`config.mk`:
```
export PLATFORM = sky130hd
export DESIGN_NAME = fp32_unpack
export DESIGN_NICKNAME = d
export VERILOG_FILES = /design/src/rtl/fp_root_pkg.sv /design/src/rtl/fp32_unpack.sv
export SDC_FILE = /design/constraint.sdc
export NUM_CORES = 1
export LEC_CHECK = 0
export ABC_CLOCK_PERIOD_IN_PS = 2000
export CAP_MARGIN = 10
export CORE_ASPECT_RATIO = 1.5
export CORE_MARGIN = 2
export CORE_UTILIZATION = 43
export CTS_BUF_LIST = sky130_fd_sc_hd__clkbuf_8
export CTS_CLUSTER_DIAMETER = 150
export DETAILED_ROUTE_END_ITERATION = 6
export PLACE_DENSITY = 0.87
export SLEW_MARGIN = 30
export SYNTH_ARGS = -nofsm -noshare
export SYNTH_HDL_FRONTEND = slang
export SYNTH_SLANG_ARGS = --single-unit
```
`constraint.sdc`:
```
create_clock -name clk -period 2 [get_ports clk]
set_input_delay 0.4 -clock clk [delete_from_list [all_inputs] [get_ports clk]]
set_output_delay 0.4 -clock clk [all_outputs]
set_load 0.01 [all_outputs]
```
`src/rtl/fp_root_pkg.sv`:
```
// Shared definitions for the Nth-root datapath: fixed-point constants,
// fp32 field positions, front-end FSM states and the classification flags.
package fp_root_pkg;

   // Q8.27 representation of 1.0
   localparam logic [35:0] Q_ONE     = 36'h008000000;
   localparam int          FP_BIAS   = 127;
   localparam logic [7:0]  EXP_MAX   = 8'hFF;

   // fp32 field slices {sign, exp[7:0], frac[22:0]}
   localparam int SIGN_BIT  = 31;
   localparam int EXP_MSB   = 30;
   localparam int EXP_LSB   = 23;
   localparam int FRAC_MSB  = 22;
   localparam int FRAC_LSB  = 0;

   // Position of the integer (hidden) bit inside the Q8.27 significand
   localparam int Q_INT_BIT = 27;

   typedef enum logic {
      IDLE = 1'b0,
      NORM = 1'b1
   } state_t;

   typedef struct packed {
      logic zero;
      logic inf;
      logic nan;
      logic sub;
   } flags_t;

endpackage

```
`src/rtl/fp32_unpack.sv`:
```
// fp32_unpack: front end of the Nth-root datapath. Splits an IEEE-754
// single into a biased exponent and a Q8.27 significand for the CORDIC,
// classifies special values, and (with FP32_UNPACK_SUBNORM_EN defined)
// normalises subnormals one bit per cycle. Without the macro, subnormals
// flush to zero with single-cycle latency and in_ready is always high.
// The output is a one-cycle valid pulse; the consumer cannot stall.
module fp32_unpack
   import fp_root_pkg::*;
(
   input  logic               clk,
   input  logic               rst_n,
   input  logic               in_valid,
   output logic               in_ready,
   input  logic [31:0]        in_data,
   output logic               out_valid,
   output logic signed [35:0] x_out,
   output logic [7:0]         e_out,
   output logic [4:0]         norm_shift,
   output logic               sign_out,
   output logic               flag_zero,
   output logic               flag_inf,
   output logic               flag_nan,
   output logic               flag_sub
);

   // Place a 23-bit fraction under a given hidden bit in Q8.27
   function automatic logic signed [35:0] frac_to_q(input logic hidden,
                                                    input logic [22:0] frac);
      return signed'({8'b0, hidden, frac, 4'b0});
   endfunction

   logic [7:0]         exp_p0;
   logic [22:0]        frac_p0;
   logic signed [35:0] x_p0;
   logic [7:0]         e_p0;
   flags_t             flags_p0;
   flags_t             flags_q;

   assign exp_p0  = in_data[EXP_MSB:EXP_LSB];
   assign frac_p0 = in_data[FRAC_MSB:FRAC_LSB];

   assign flag_zero = flags_q.zero;
   assign flag_inf  = flags_q.inf;
   assign flag_nan  = flags_q.nan;
   assign flag_sub  = flags_q.sub;

`ifdef FP32_UNPACK_SUBNORM_EN
   logic sub_p0;
`endif

   // Classify the incoming operand and form its single-cycle result
   always_comb begin
      flags_p0 = '0;
      x_p0     = '0;
      e_p0     = '0;
`ifdef FP32_UNPACK_SUBNORM_EN
      sub_p0   = 1'b0;
`endif
      if (exp_p0 == 8'd0) begin
         if (frac_p0 == '0) begin
            flags_p0.zero = 1'b1;
         end else begin
`ifdef FP32_UNPACK_SUBNORM_EN
            sub_p0 = 1'b1;
`else
            // flush-to-zero: reported as an ordinary zero
            flags_p0.zero = 1'b1;
`endif
         end
      end else if (exp_p0 == EXP_MAX) begin
         e_p0 = EXP_MAX;
         if (frac_p0 == '0) begin
            flags_p0.inf = 1'b1;
            x_p0         = signed'(Q_ONE);
         end else begin
            flags_p0.nan = 1'b1;
            x_p0         = frac_to_q(1'b1, frac_p0);
         end
      end else begin
         e_p0 = exp_p0;
         x_p0 = frac_to_q(1'b1, frac_p0);
      end
   end

`ifdef FP32_UNPACK_SUBNORM_EN
   state_t             state;
   logic signed [35:0] sh_p1;
   logic [4:0]         cnt_p1;
   logic               sign_p1;
   logic signed [35:0] sh_nxt;
   logic [4:0]         cnt_nxt;

   assign in_ready = (state == IDLE);
   assign sh_nxt   = sh_p1 <<< 1;
   assign cnt_nxt  = cnt_p1 + 5'd1;

   // Normalisation datapath: preload while idle, shift once per NORM cycle
   always_ff @(posedge clk) begin
      if (state == IDLE) begin
         sh_p1   <= frac_to_q(1'b0, frac_p0);
         cnt_p1  <= 5'd0;
         sign_p1 <= in_data[SIGN_BIT];
      end else begin
         sh_p1   <= sh_nxt;
         cnt_p1  <= cnt_nxt;
      end
   end

   // Control FSM and registered outputs; a subnormal detours through NORM
   always_ff @(posedge clk) begin
      if (!rst_n) begin
         state      <= IDLE;
         out_valid  <= 1'b0;
         x_out      <= '0;
         e_out      <= '0;
         norm_shift <= '0;
         sign_out   <= 1'b0;
         flags_q    <= '0;
      end else begin
         out_valid <= 1'b0;
         case (state)
            IDLE: begin
               if (in_valid) begin
                  if (sub_p0) begin
                     state <= NORM;
                  end else begin
                     out_valid  <= 1'b1;
                     x_out      <= x_p0;
                     e_out      <= e_p0;
                     norm_shift <= 5'd0;
                     sign_out   <= in_data[SIGN_BIT];
                     flags_q    <= flags_p0;
                  end
               end
            end
            NORM: begin
               // leave as soon as the hidden bit reaches the integer position
               if (sh_nxt[Q_INT_BIT]) begin
                  state      <= IDLE;
                  out_valid  <= 1'b1;
                  x_out      <= sh_nxt;
                  e_out      <= 8'd1;
                  norm_shift <= cnt_nxt;
                  sign_out   <= sign_p1;
                  flags_q    <= '{zero: 1'b0, inf: 1'b0, nan: 1'b0, sub: 1'b1};
               end
            end
            default: state <= IDLE;
         endcase
      end
   end
`else
   assign in_ready = 1'b1;

   // Every operand completes in one cycle; subnormals arrive as zeros
   always_ff @(posedge clk) begin
      if (!rst_n) begin
         out_valid  <= 1'b0;
         x_out      <= '0;
         e_out      <= '0;
         norm_shift <= '0;
         sign_out   <= 1'b0;
         flags_q    <= '0;
      end else begin
         out_valid <= in_valid;
         if (in_valid) begin
            x_out      <= x_p0;
            e_out      <= e_p0;
            norm_shift <= 5'd0;
            sign_out   <= in_data[SIGN_BIT];
            flags_q    <= flags_p0;
         end
      end
   end
`endif

endmodule
```
==> flow_summary_export.csv <==
group,metric,value,unit
worst_setup_path,cpMaxStageDelayCell,"clkdlybuf4s50_1",
status,status,"completed",
grt,grt_usage,19.0,%
grt,grt_pass1_vias,1371,
cts,numClockSinks,37,
synthesis,avgSynthCellArea,9.38,um2
drt,drt_iter0_drc,15,
synthesis,synth.largest_area_cell,"dfxtp_1",
cts,cts_tree,"built",
timing,setup_viol,0,
drt,routed_wl,4.05,mm
placed_design,globalplace.congestion,0.745,
synthesis,synth_ff_type,"dfxtp_1",
drt,drc_errors,0,
drt,via_per_inst,4.75,
worst_setup_path,cp.required,1.60,ns
synthesis,synth_seq_cells,37,
cts,cts.path.max_buffers,2,
grt,overflow,0,
placed_design,io_buffer_count,71,
cts,htreeDepth,2,
worst_setup_path,cp.arrival,1.19,ns
floorplan,initial_core_util,45.4,%
grt,antenna_found_initial,0,
timing,fin_skew,0,ns
worst_setup_path,cp-end-kind,"primary output",
synthesis,synth_cells,180,
drt,wire_per_inst,13.6,um
flow_run,max-cap-violations,0,
layout,n_fill_cell,322,
floorplan,ios,91,
timing,fmax,629,MHz
timing,rsz0062_at_grt,"false",
cts,cts_setup_buffers,0,
placed_design,dpl.hpwl,3.08,mm
worst_setup_path,worst-path-buf-inv,1,
synthesis,synthMostInstantiatedCell,"nor2b_1",
synthesis,synth_edf_count,0,
layout,antenna_cells,0,
floorplan,rows,27,
worst_setup_path,crit_path_max_fanout,2,
grt,grt_max_degree,26,
drt,drtAntennaViolNets,0,
power,p_leak,0.971,nW
timing,tns,0,ns
drt,vias,1416,
synthesis,synth_top_area_share,43.9,%
cts,root_buffer,"clkbuf_8",
synthesis,synthTopCellsByArea,"dfxtp_1, nor2b_1, buf_4",
timing,hold_violations,0,
cts,cts_buffers,5,
synthesis,async_flop_share,0,%
worst_setup_path,cp-start-kind,"flip-flop",
grt,grt_pass1_wl,6.09,mm
drt,first_pass_iters,4,
layout,final_nets,289,
synthesis,synth_cell_types,22,
power,power_density,709,mW/mm2
worst_hold_path,hp-class,"flip-flop to flip-flop",
worst_setup_path,max_stage_delay,0.57,ns
timing,fin_crit_sh,79.5,%
layout,syn_to_final_growth,47.9,%
floorplan,core-area,0.00372,mm2
synthesis,seq_area_frac_synth,43.9,%
synthesis,yosysWarnings,0,
timing,drv_slew,0,
cts,ctsResizeCount,0,
timing,min_period,1.59,ns
synthesis,synth_commonest_cells,"nor2b_1, dfxtp_1, buf_4, a21oi_1, mux2i_1",
layout,drive_above_1_share,8.63,%
cts,clk_latency,0.28,ns
synthesis,netlist_area,0.00169,mm2
worst_setup_path,crit_chain,"clkdlybuf4s50_1",
power,ir_worst_vdd,0.647,mV
worst_setup_path,criticalPathCategory,"flip-flop to primary output",
floorplan,die_y,80.7,um
cts,hold_buffers,0,
layout,fin_util,67.2,%
floorplan,die_w,55.2,um
floorplan,dieArea,0.00445,mm2
cts,clkTransAtPathRegs,0.07,ns
worst_setup_path,crit_family,"buffers and inverters",
-- per-layer routing --
layer	track usage, %	vias to the layer above	part of all wire [%]
li1	-	700	-
met3	4.60	8	5.7
met2	33.6	64	53
met5	0	-	0
met1	20.2	644	38
met4	8.78	0	2.9
-- final timing paths --
kind | startpoint | to | slack, ns | cells past startpoint
worst max-delay path | x_out[10]$_SDFFE_PN0P_ | x_out[10] | 0.41 | 1
worst min-delay path | flag_nan$_SDFFE_PN0P_ | flag_nan$_SDFFE_PN0P_ | 0.44 | 2
worst max register to register | x_out[23]$_SDFFE_PN0P_ | x_out[23]$_SDFFE_PN0P_ | 1.26 | 3
worst min register to register | flag_nan$_SDFFE_PN0P_ | flag_nan$_SDFFE_PN0P_ | 0.44 | 2
-- per-stage QoR --
| step | setup WS [ns] | hold slack (ns) | power (mW) | instances | instance area, um2 |
|---|---|---|---|---|---|
| final | 0.411 | 0.436 | 1.77 | 298 | 2500 |
| after global routing | 0.311 | 0.495 | 1.85 | 298 | 2500 |
| after global placement | 0.147 | 0.427 | 1.13 | 290 | 2380 |
| after detailed placement | 0.133 | 0.433 | 1.13 | 290 | 2380 |
| after CTS | 0.394 | 0.443 | 1.79 | 298 | 2500 |
| after floorplan | 0.728 | 0.463 | 0.975 | 197 | 1750 |
-- where the power goes --
part	switching (mW)	internal, mW
registers	0.0182	0.776
clock network	0.251	0.401
logic	0.138	0.185
total	0.408	1.36
-- sequential cells by signal, summed over array words and instances, names as in the netlist --
register / count
x_out: 24
e_out: 8
flag_inf: 1
flag_nan: 1
flag_zero: 1
out_valid: 1
sign_out: 1
-- final cells by class --
class | count | area [um2] | share of cell area, %
Clock inverter | 2 | 33.8 | 1.35
Timing Repair Buffer | 78 | 776 | 31.1
Tap cell | 43 | 53.8 | 2.16
Clock buffer | 6 | 82.6 | 3.31
Inverter | 1 | 3.75 | 0.150
Multi-Input combinational cell | 131 | 806 | 32.3
Sequential cell | 37 | 741 | 29.7
-- logic make-up (layout without fill, tap and decap cells) --
logic type	after synthesis	count (layout)	synth area share, %
AO/OA/AOI/OAI	28	28	10.2
other	2	19	0.445
buffers and inverters	29	87	12.2
multiplexers	9	9	5.34
flip-flops	37	37	43.9
AND/OR/NAND/NOR	75	75	28.0
-- cell usage in the layout (no fill, tap or decap) --
master           count
nor4_1               5
nand4_1              3
conb_1              19
a21oi_1             18
o21ai_0              2
mux2i_1              9
o21a_1               1
nor2_1               2
buf_4                6
nand2_1              4
clkdlybuf4s50_1     71
clkbuf_8             6
buf_12               1
inv_1                2
nor2b_1             57
bufinv_16            1
nor4_4               1
a22o_1               1
nor4_2               1
nor3_1               2
a21boi_2             1
dfxtp_1             37
a21oi_2              5
Power figures use the tool's default switching activity.
